File: src/rtl/pll_reset_sequencer.sv
// -----------------------------------------------------------------------------
// pll_reset_sequencer
//   Brings up the system PLL and releases the downstream clock-domain resets in
//   order. The PLL areset is pulsed first. The design then waits for a lock that
//   holds for LOCK_STABLE_CYCLES consecutive cycles, and releases the domain
//   resets one at a time, STAGE_GAP cycles apart. If the lock does not arrive
//   within LOCK_TIMEOUT cycles, the PLL is reset again. If the lock is lost
//   after release has begun, all domains go back into reset and the design
//   waits for lock again.
//
// Ports
//   iCLK         free-running reference clock (not PLL-derived)
//   iRESETn      asynchronous active-low reset
//   iPLL_LOCKED  PLL lock flag, asynchronous to iCLK
//   iSW_RESTART  single-cycle pulse that restarts the whole sequence
//   oPLL_ARESET  PLL asynchronous reset, active high
//   oRST_n       per-domain active-low resets; bit 0 is released first
//   oREADY       every domain is out of reset and has settled
//   oSTATE       current sequencer state code
//   oRETRY_CNT   count of PLL re-pulses caused by lock timeout (saturating)
//   oLOSS_CNT    count of lock losses after release began (saturating)
// -----------------------------------------------------------------------------
module pll_reset_sequencer #(
    parameter int unsigned ARESET_CYCLES      = 16,
    parameter int unsigned LOCK_STABLE_CYCLES = 64,
    parameter int unsigned LOCK_TIMEOUT       = 1024,
    parameter int unsigned N_STAGES           = 3,
    parameter int unsigned STAGE_GAP          = 32,
    parameter int unsigned CNT_W              = 16
) (
    input  logic                iCLK,
    input  logic                iRESETn,
    input  logic                iPLL_LOCKED,
    input  logic                iSW_RESTART,
    output logic                oPLL_ARESET,
    output logic [N_STAGES-1:0] oRST_n,
    output logic                oREADY,
    output logic [2:0]          oSTATE,
    output logic [7:0]          oRETRY_CNT,
    output logic [7:0]          oLOSS_CNT
);

    localparam int unsigned STAGE_W = (N_STAGES > 1) ? $clog2(N_STAGES) : 1;
    localparam int unsigned EVT_W   = 8;

    localparam logic [CNT_W-1:0]   ARESET_LAST  = CNT_W'(ARESET_CYCLES - 1);
    localparam logic [CNT_W-1:0]   TIMEOUT_LAST = CNT_W'(LOCK_TIMEOUT - 1);
    localparam logic [CNT_W-1:0]   STABLE_LAST  = CNT_W'(LOCK_STABLE_CYCLES - 1);
    localparam logic [CNT_W-1:0]   GAP_LAST     = CNT_W'(STAGE_GAP - 1);
    localparam logic [STAGE_W-1:0] STAGE_LAST   = STAGE_W'(N_STAGES - 1);
    localparam logic [EVT_W-1:0]   EVT_MAX      = '1;

    typedef enum logic [2:0] {
        PLL_RST     = 3'd0,
        WAIT_LOCK   = 3'd1,
        LOCK_STABLE = 3'd2,
        RELEASE     = 3'd3,
        RUN         = 3'd4
    } state_t;

    state_t              state,      stateNxt;
    logic [CNT_W-1:0]    cnt,        cntNxt;
    logic [STAGE_W-1:0]  stage,      stageNxt;
    logic                pllAreset,  pllAresetNxt;
    logic [N_STAGES-1:0] rstN,       rstNNxt;
    logic                ready,      readyNxt;
    logic [EVT_W-1:0]    retryCnt,   retryCntNxt;
    logic [EVT_W-1:0]    lossCnt,    lossCntNxt;

    logic                lkMeta;
    logic                lk;

    // Two-flop synchronizer for the asynchronous lock flag.
    always_ff @(posedge iCLK or negedge iRESETn) begin
        if (!iRESETn) begin
            lkMeta <= 1'b0;
            lk     <= 1'b0;
        end else begin
            lkMeta <= iPLL_LOCKED;
            lk     <= lkMeta;
        end
    end

    // Sequencer state and registered outputs.
    always_ff @(posedge iCLK or negedge iRESETn) begin
        if (!iRESETn) begin
            state     <= PLL_RST;
            cnt       <= '0;
            stage     <= '0;
            pllAreset <= 1'b1;
            rstN      <= '0;
            ready     <= 1'b0;
            retryCnt  <= '0;
            lossCnt   <= '0;
        end else begin
            state     <= stateNxt;
            cnt       <= cntNxt;
            stage     <= stageNxt;
            pllAreset <= pllAresetNxt;
            rstN      <= rstNNxt;
            ready     <= readyNxt;
            retryCnt  <= retryCntNxt;
            lossCnt   <= lossCntNxt;
        end
    end

    // Next-state and next-output logic; software restart outranks everything.
    always_comb begin
        stateNxt     = state;
        cntNxt       = cnt;
        stageNxt     = stage;
        pllAresetNxt = pllAreset;
        rstNNxt      = rstN;
        readyNxt     = ready;
        retryCntNxt  = retryCnt;
        lossCntNxt   = lossCnt;

        if (iSW_RESTART) begin
            stateNxt     = PLL_RST;
            cntNxt       = '0;
            stageNxt     = '0;
            pllAresetNxt = 1'b1;
            rstNNxt      = '0;
            readyNxt     = 1'b0;
        end else begin
            unique case (state)
                PLL_RST: begin
                    if (cnt == ARESET_LAST) begin
                        cntNxt       = '0;
                        pllAresetNxt = 1'b0;
                        stateNxt     = WAIT_LOCK;
                    end else begin
                        cntNxt = cnt + CNT_W'(1);
                    end
                end

                WAIT_LOCK: begin
                    if (lk) begin
                        cntNxt   = '0;
                        stateNxt = LOCK_STABLE;
                    end else if (cnt == TIMEOUT_LAST) begin
                        if (retryCnt != EVT_MAX) begin
                            retryCntNxt = retryCnt + EVT_W'(1);
                        end
                        cntNxt       = '0;
                        pllAresetNxt = 1'b1;
                        stateNxt     = PLL_RST;
                    end else begin
                        cntNxt = cnt + CNT_W'(1);
                    end
                end

                // A drop here is a settling glitch, not a loss event.
                LOCK_STABLE: begin
                    if (!lk) begin
                        cntNxt   = '0;
                        stateNxt = WAIT_LOCK;
                    end else if (cnt == STABLE_LAST) begin
                        rstNNxt  = N_STAGES'(1);
                        stageNxt = '0;
                        cntNxt   = '0;
                        stateNxt = RELEASE;
                    end else begin
                        cntNxt = cnt + CNT_W'(1);
                    end
                end

                RELEASE, RUN: begin
                    if (!lk) begin
                        // Lock lost once domains may be running: pull every
                        // domain back into reset; the PLL is not re-pulsed.
                        rstNNxt  = '0;
                        readyNxt = 1'b0;
                        stageNxt = '0;
                        cntNxt   = '0;
                        if (lossCnt != EVT_MAX) begin
                            lossCntNxt = lossCnt + EVT_W'(1);
                        end
                        stateNxt = WAIT_LOCK;
                    end else if (state == RELEASE) begin
                        if (cnt == GAP_LAST) begin
                            cntNxt = '0;
                            if (stage == STAGE_LAST) begin
                                readyNxt = 1'b1;
                                stateNxt = RUN;
                            end else begin
                                stageNxt = stage + STAGE_W'(1);
                                // Shift in a one so resets stay thermometer-ordered.
                                rstNNxt  = N_STAGES'({rstN, 1'b1});
                            end
                        end else begin
                            cntNxt = cnt + CNT_W'(1);
                        end
                    end
                end

                default: begin
                    stateNxt     = PLL_RST;
                    cntNxt       = '0;
                    stageNxt     = '0;
                    pllAresetNxt = 1'b1;
                    rstNNxt      = '0;
                    readyNxt     = 1'b0;
                end
            endcase
        end
    end

    assign oPLL_ARESET = pllAreset;
    assign oRST_n      = rstN;
    assign oREADY      = ready;
    assign oSTATE      = 3'(state);
    assign oRETRY_CNT  = retryCnt;
    assign oLOSS_CNT   = lossCnt;

endmodule

File: config.mk
export PLATFORM = sky130hd
export DESIGN_NAME = pll_reset_sequencer
export DESIGN_NICKNAME = d
export VERILOG_FILES = /design/src/rtl/pll_reset_sequencer.sv
export SDC_FILE = /design/constraint.sdc
export NUM_CORES = 1
export LEC_CHECK = 0
export CAP_MARGIN = 20
export CORE_MARGIN = 1
export CORE_UTILIZATION = 54
export CTS_CLUSTER_SIZE = 30
export DETAILED_ROUTE_END_ITERATION = 8
export GPL_TIMING_DRIVEN = 0
export PLACE_DENSITY_LB_ADDON = 0.12
export SLEW_MARGIN = 20
export SYNTH_ARGS = -nofsm -noshare
export SYNTH_HDL_FRONTEND = slang
export SYNTH_SLANG_ARGS = --single-unit
export TNS_END_PERCENT = 30
File: constraint.sdc
create_clock -name iCLK -period 3.3 [get_ports iCLK]
set_input_delay 0.66 -clock iCLK [delete_from_list [all_inputs] [get_ports iCLK]]
set_output_delay 0.66 -clock iCLK [all_outputs]
set_load 0.02 [all_outputs]
==> results of run 1 <==
==> metal layers <==
layer | vias up | wire [um] | part of all wire [%] | track usage (%)
met2 | 50 | 2230 | 45 | 35.5
met1 | 933 | 2430 | 49 | 32.7
met3 | 6 | 217 | 4.4 | 4.77
li1 | 974 | - | - | -
met5 | - | 0 | 0 | 0
met4 | 0 | 80 | 1.6 | 9.64
==> synthesized netlist by cell type (6+ instances only) <==
master                    instances  area (um2)
sky130_fd_sc_hd__xnor2_1          7        61.3
sky130_fd_sc_hd__dfrtp_1         43        1080
sky130_fd_sc_hd__a21oi_1          7        35.0
sky130_fd_sc_hd__nor2_1          16        60.1
sky130_fd_sc_hd__o21ai_0         18        90.1
sky130_fd_sc_hd__nor4_1           6        37.5
sky130_fd_sc_hd__nand4_1          7        43.8
sky130_fd_sc_hd__inv_1            7        26.3
sky130_fd_sc_hd__nand2_1         27         101
sky130_fd_sc_hd__xor2_1           8        70.1
sky130_fd_sc_hd__or3_1            7        43.8
sky130_fd_sc_hd__nand3_1         10        50.1
==> area by class of cell <==
class	instances	area [um2]	area share [%]
timing repair buffer	28	285	10.1
buffer	8	38.8	1.37
multi-input combinational	187	1230	43.5
clock inverter	2	12.5	0.442
sequential	44	1100	38.9
tap	50	62.6	2.21
inverter	7	26.3	0.928
clock buffer	6	72.6	2.56
==> logic make-up (layout without fill, tap and decap cells) <==
family / count (synthesis) / in the layout / share of synthesized area, %
flops: 44 / 44 / 46.1
compound gates: 56 / 56 / 15.4
xor+xnor: 15 / 15 / 5.49
buf+inv: 15 / 51 / 2.72
fa+ha+maj: 4 / 4 / 2.09
simple gates: 109 / 109 / 26.6
mux: 3 / 3 / 1.57
==> final timing paths <==
kind                                     start                        to  cells after the start  slack [ps]
min                                    iRESETn        cnt[0]$_DFFE_PN0P_                      1         270
min reg2reg                   lkMeta$_DFF_PN0_              lk$_DFF_PN0_                      0         370
min in group iCLK             lkMeta$_DFF_PN0_              lk$_DFF_PN0_                      0         370
max reg2reg                cnt[13]$_DFFE_PN0P_       cnt[15]$_DFFE_PN0P_                      7         660
max                        cnt[13]$_DFFE_PN0P_       cnt[15]$_DFFE_PN0P_                      7         660
max in group asynchronous              iRESETn  oLOSS_CNT[2]$_DFFE_PN0P_                      2        2560
==> flip-flops by register name (all words and copies together), names as in the netlist <==
| register | flops |
|---|---|
| oRST_n | 3 |
| oLOSS_CNT | 8 |
| cnt | 16 |
| oRETRY_CNT | 8 |
| lkMeta | 1 |
| oREADY | 1 |
| lk | 1 |
| oSTATE | 3 |
| stage | 2 |
| oPLL_ARESET | 1 |
==> critical path, cell delays in order, from the launching register on <==
cell and delay [ps]:
sky130_fd_sc_hd__dfrtp_1 450, sky130_fd_sc_hd__or4_4 580, sky130_fd_sc_hd__nor4_1 490, sky130_fd_sc_hd__o22ai_1 190
sky130_fd_sc_hd__o21a_1 330, sky130_fd_sc_hd__buf_2 230, sky130_fd_sc_hd__nand3_1 100, sky130_fd_sc_hd__o311ai_0 130
==> report_power, final <==
part           internal (W)  switching, W
registers          0.000587     0.0000585
logic              0.000194      0.000260
clock network      0.000148      0.000179
==> through the flow <==
stage / power [W] / area (um2) / std cells
4_1_cts: 0.00144 / 2820 / 332
5_1_grt: 0.00151 / 2830 / 332
3_5_place_dp: 0.00110 / 2740 / 324
6_report: 0.00143 / 2830 / 332
2_1_floorplan: 0.000948 / 2390 / 246
3_3_place_gp: 0.00109 / 2720 / 323
==> impl.org, run 1 <==
** Critical path
- Critical path startpoint category :: flip-flop
- Highest net fanout along the worst path :: 10
- The worst setup path is captured at a flip-flop.
- The critical path is of the flip-flop to flip-flop type.
- Arrival time reported for the critical path endpoint :: between 2000 and 3000 ps
- STA puts the critical path data required time at between 3000 and 4000 ps.

** Floorplan
- The die covers about 0.0047 mm2.
- Height of the die :: ~70 um
- Once the floorplan was initialized, standard cells occupied 58.1% of the core.
- Measured along the x axis, the die boundary spans approximately 69 um.
- Count of boundary I/O pins :: 28
- Row cnt :: 23
- Core Box Area :: 0.00412 mm2

** Cells and area
- In the final design database the tool counted 289 nets.
- Count of inserted antenna diode cells :: 0
- Leaving out fill and tap cells, the most frequent cell in the layout is sky130_fd_sc_hd__dfrtp_1.
- Post-synthesis to final-layout area growth :: 18.4%
- Cells with a size suffix above 1 make up 12.1% of the layout.
- The filler cells instantiated in the layout total roughly 340.
- Highest-count cells in the layout ignoring fill and taps :: sky130_fd_sc_hd__dfrtp_1, sky130_fd_sc_hd__nand2_1, sky130_fd_sc_hd__clkdlybuf4s50_1
- Post-layout util :: 68.8%

** Global route
- Pin count of the biggest net entering global routing :: 30
- The number of global-route vias before repair is 1,746.
- First-pass GRT wire length :: roughly 8000 um
- The number of antenna violations at the first check in global routing came to 0.
- Summed over all layers, the global routing overflow is 0.
- Total GRT Usage :: 23.5%

** Timing
- Unrepaired setup endpoints after global routing :: false
- Worst hold-check slack :: 269 ps
- Number of failing setup endpoints in the final timing report :: 0
- Max frequency :: 0.379 GHz
- Adding up every negative setup slack in the final design gives 0 ps.
- Final setup slack of the worst path :: 664 ps
- Measured slew at the worst slew-check pin :: 696 ps
- Tmin final :: about 2600 ps
- Post-route clock period utilization :: 79.9%
- Final number of max-transition violations :: 0
- Rel. slew slack :: a little over half
- The hold violation count in the final report is 0.
- Clock Skews :: 7.21 ps

** CTS
- CTS built an H-tree with a depth of 2.
- For this design, the sink count on the clock tree is 44.
- Number of buffers created by CTS :: 5
- Clock latency on the worst-skew pair :: 300 ps
- After clock tree synthesis, the clock-pin slew on the worst setup and hold paths is roughly 80 ps.
- Total setup buffers inserted after CTS :: 0
- The cell sitting at the root of the clock tree is a sky130_fd_sc_hd__clkbuf_8.
- Clock tree from TritonCTS :: built
- Cts-stage hold buffer count :: 0
- Number of cells upsized or downsized after cts :: 0
- Maximum number of buffers from clock root to sink :: 2

** Run status
- Run status :: finished, final reports clean

** Logic synthesis
- Ys Warns :: 0
- Post-synthesis instance total :: 246
- Counting every net in the synthesized netlist gives 254.
- Async set-or-reset flop fraction in the synthesized netlist :: 100%
- Flip-flop cell with the highest count after synthesis :: sky130_fd_sc_hd__dfrtp_1
- Counting flops with a built-in enable in the synthesized netlist gives 0.
- After synthesis the cells add up to around 0.0024 mm2.
- Summing the sequential cell areas from Yosys gives 46.1% of the chip area.
- Avg Inst Size Synth :: 9.72 um2
- Count of distinct cell types in the synthesized netlist :: 54
- Seq cells post-synth :: between 40 and 50

** Pwr
- The worst-case IR drop observed on VDD is 0.388 mV.
- For this design the ratio of total power to cell area is 504 mW/mm2.
- Leakage dissipation :: 1.21 nW

** Detailed routing
- Wire length per cell after detailed routing :: 14.9 um
- Via Count :: 1,963
- Routed wire length :: 4950 um
- Violation count after the first detailed-routing iteration :: around 130
- After detailed routing, the number of remaining DRC violations is 0.
- Per-cell via count in the routed design :: between 5 and 6
- Post-DRT Antenna Nets :: 0
- For this run, the detailed router's first-pass iteration total came to 4.

** Place
- Input/output buffers :: 27
- The congestion estimate from routability-driven global placement came to 0.863.
- Placed wire-length estimate :: 3580 um
- Prior to clock tree synthesis, the placed netlist has a worst setup slack of 287 ps.

** Hold path
- Hold/Removal Path Class :: primary input to asynchronous set/reset pin

** Flow run
- # Max-Cap Violations :: 0
No activity file was read; power rests on OpenSTA's default activity.
==> run 2: changes to the inputs <==
- CORE_UTILIZATION: 54 -> 50
- clock period: 3.3 -> 2.4 ns (I/O delays scaled with it)
==> run 2 against run 1 <==
  * The flow now finishes with violations (negative setup slack)
  * Flip-flop and latch count did not move
  * Global-route usage fell by 0.060 points
  * Cell count up 3.6%
  * Worst setup slack got worse by 740 ps
  * Register-to-register slack got worse by 740 ps
  * Clock-buffer cell count rose by 1
  * Core utilization down 0.32 points
  * Final area grew 8.2%
  * Combinational power grew 59%
  * Clock skew up 1.6 ps
  * Worst hold slack lost 160 ps
  * Sequential power is 39% higher
  * Largest power group unchanged
==> impl.org, run 2 (synthesis gave the netlist of run 1 again) <==
** Run status
- Run status :: finished, violations left
- The checks that failed: negative setup slack.

** CTS
- CTS built an H-tree with a depth of 2.
- Clock tree synthesis selected as its root buffer the cell sky130_fd_sc_hd__clkbuf_8.
- The clock reaches the later pin of the worst-skew pair after slightly below 300 ps.
- Cts-stage hold buffer count :: 0
- Number of buffers created by CTS :: 5
- Clock transition time at the flip-flop clock pins of the worst setup and hold paths :: 80 ps
- The clock passes through at most 2 buffers.
- TritonCTS built the clock tree.
- Clock Sinks :: between 40 and 50

** Cells and area
- Highest-count cells in the layout ignoring fill and taps :: sky130_fd_sc_hd__dfrtp_1, sky130_fd_sc_hd__nand2_1, sky130_fd_sc_hd__clkdlybuf4s50_1
- The register with the most flip-flops in the layout has 16 of them.
- The number of antenna diodes in the final layout is 0.
- Fraction of layout cells with a size suffix above 1 :: 20.5%
- Relative to the synthesized area, the layout overhead comes to 28.1%.
- NumNets Final :: 300
- The library cell used most frequently in the layout, excluding fill and tap cells, is sky130_fd_sc_hd__dfrtp_1.
- Register ranked first by flip-flop count :: cnt
- Cells fill between 60% and 70% of the core in the end.

** Pwr
- Switching portion of total power :: approximately 34%
- Clock network fraction of total power :: 23.5%
- Worst voltage drop across the vdd grid :: ~0.52 mV
- Power per cell area :: 689 mW/mm2
- In this run, the combinational gates consume around a third of the power.
- Cell internal power was estimated by the tool at around 0.0014 W.
- Of the total power, registers draw between 40% and 50%.
- Total power for the finished layout comes to approximately 0.0021 W.
- In this run the static leakage power is 1.28 nW.
- Net switching power :: 0.000715 W

** Floorplan
- The die covers 0.00506 mm2.
- Initial standard-cell utilization of the core :: 53.4%
- The die is 71.2 um tall.
- Row generation in the floorplan step produced 24 rows.
- Die width :: ~71 um
- 28 I/O pins were placed.
- The region available for standard cell placement spans 0.00447 mm2.

** Timing
- Unrepaired setup endpoints after global routing :: true
- Across all setup checks in the final design, the least slack found is -75.2 ps.
- Tmin final :: 2480 ps
- Final number of max-transition violations :: 0
- Measured slew at the worst slew-check pin :: 767 ps
- Rel. slew slack :: between 40% and 50%
- Clock Skews :: between 8 and 9 ps
- Max frequency :: 0.404 GHz
- Dividing the final minimum period by the clock period gives 103%.
- The hold violation count in the final report came to 0.
- Setup violations remaining at the end of the flow were counted as 15.

** Global route
- Pin count of the biggest net entering global routing :: 29
- The first global-routing pass estimated 9320 um of wire.
- Gr busiest metal :: met2
- Met3 capacity usage during global routing :: a little over 6%
- The number of global-route vias before repair is 1,950.
- Met2 layer usage reported by global route :: 34.9%
- Total GRT Usage :: between 20% and 30%
- GR Util met1 :: 32.8%
- Antenna violations before repair :: 0
- Total congestion overflow :: 0

** Critical path
- Crit path capture type :: flip-flop
- Critical path class :: flip-flop to flip-flop
- Data on the critical path arrives at its endpoint at 2650 ps.
- CP Data Required Time :: between 2000 and 3000 ps
- Highest net fanout along the worst path :: 5
- The worst setup path is launched from a flip-flop.

** Detailed routing
- Per-cell via count in the routed design :: 6.05
- Once detail routing completed, the nets flagged for antenna violations numbered 0.
- Routed wire length :: 5440 um
- Wire length per cell after detailed routing :: 15.8 um
- Detailed routing inserted a total of between 2k and 2.5k vias.
- The detailed router finished its first iteration with about 200 violations.
- Remaining DRCs :: 0
- Before antenna repair, the detailed router went through 6 iterations.

** Flow run
- # Max-Cap Violations :: 0

** Place
- Worst setup slack before clock tree synthesis :: -272 ps
- Buffers placed on the I/O ports in this run total 27.
- GP Congestion :: 0.882
- Summed over all nets, the half-perimeter wirelength after detailed placement is 3540 um.

** Hold path
- The path class of the tightest hold or removal check is primary input to asynchronous set/reset pin.
-- run 2: stage by stage --
step	setup TNS, ps	std cells	cell area [um2]	hold slack [ps]
2_1_floorplan	0	246	2390	184
3_3_place_gp	-20200	325	2730	333
3_5_place_dp	-3830	326	2740	335
4_1_cts	-344	338	2930	122
5_1_grt	-1770	344	3060	140
6_report	-508	344	3060	105
-- run 2: layout make-up --
| cell class | count | area [um2] |
|---|---|---|
| well taps | 52 | 65.1 |
| multi-input cells | 188 | 1360 |
| fillers | 354 | 1410 |
| repair buffers | 40 | 379 |
| plain buffers | 6 | 28.8 |
| clock buffers | 7 | 96.3 |
| flip-flops and latches | 44 | 1110 |
| inverters | 7 | 26.3 |
-- run 2: power by group through the flow --
stage	combinational [W]	sequential, W	clock [W]
floorplan	0.000365	0.000939	0
global placement	0.000605	0.000900	0
detailed placement	0.000617	0.000897	0
CTS	0.000641	0.000887	0.000513
global route	0.000791	0.000904	0.000537
finish	0.000721	0.000894	0.000495
-- run 2: timing repair --
item	4_1_cts	5_1_grt
buffers inserted	6	6
resized for setup	11	17
cloned	0	1
pin swaps	7	4
setup endpoints to repair	31	31
-- run 2: path summary, 6_finish.rpt --
path	startpoint	to	depth (start not counted)	slack [ps]
min reg2reg	lkMeta$_DFF_PN0_	lk$_DFF_PN0_	0	350
max reg2reg	cnt[12]$_DFFE_PN0P_	oRST_n[0]$_DFFE_PN0P_	6	-80
min in group iCLK	lkMeta$_DFF_PN0_	lk$_DFF_PN0_	0	350
max	cnt[12]$_DFFE_PN0P_	oRST_n[0]$_DFFE_PN0P_	6	-80
min	iRESETn	cnt[8]$_DFFE_PN0P_	1	100
max in group asynchronous	iRESETn	cnt[4]$_DFFE_PN0P_	2	1790
-- run 2: per-layer routing --
metal / routed length [um] / vias to the layer above
li1: - / 1002
met1: 2600 / 1018
met2: 2610 / 56
met3: 171 / 6
met4: 65 / 0
met5: 0 / -
-- run 2: worst max-delay path: stages, from the launching register on --
cell                      delay (ps)
sky130_fd_sc_hd__dfrtp_1         400
sky130_fd_sc_hd__or4_4           610
sky130_fd_sc_hd__buf_4           170
sky130_fd_sc_hd__nor4_4          320
sky130_fd_sc_hd__o21ai_1         210
sky130_fd_sc_hd__a211o_4         350
sky130_fd_sc_hd__mux2_4          300
==> run 3: changes to the inputs <==
- CORE_MARGIN: 1 -> default
==> results of run 3 <==
No change in the layout: final DEF, timing and power equal those of run 2.
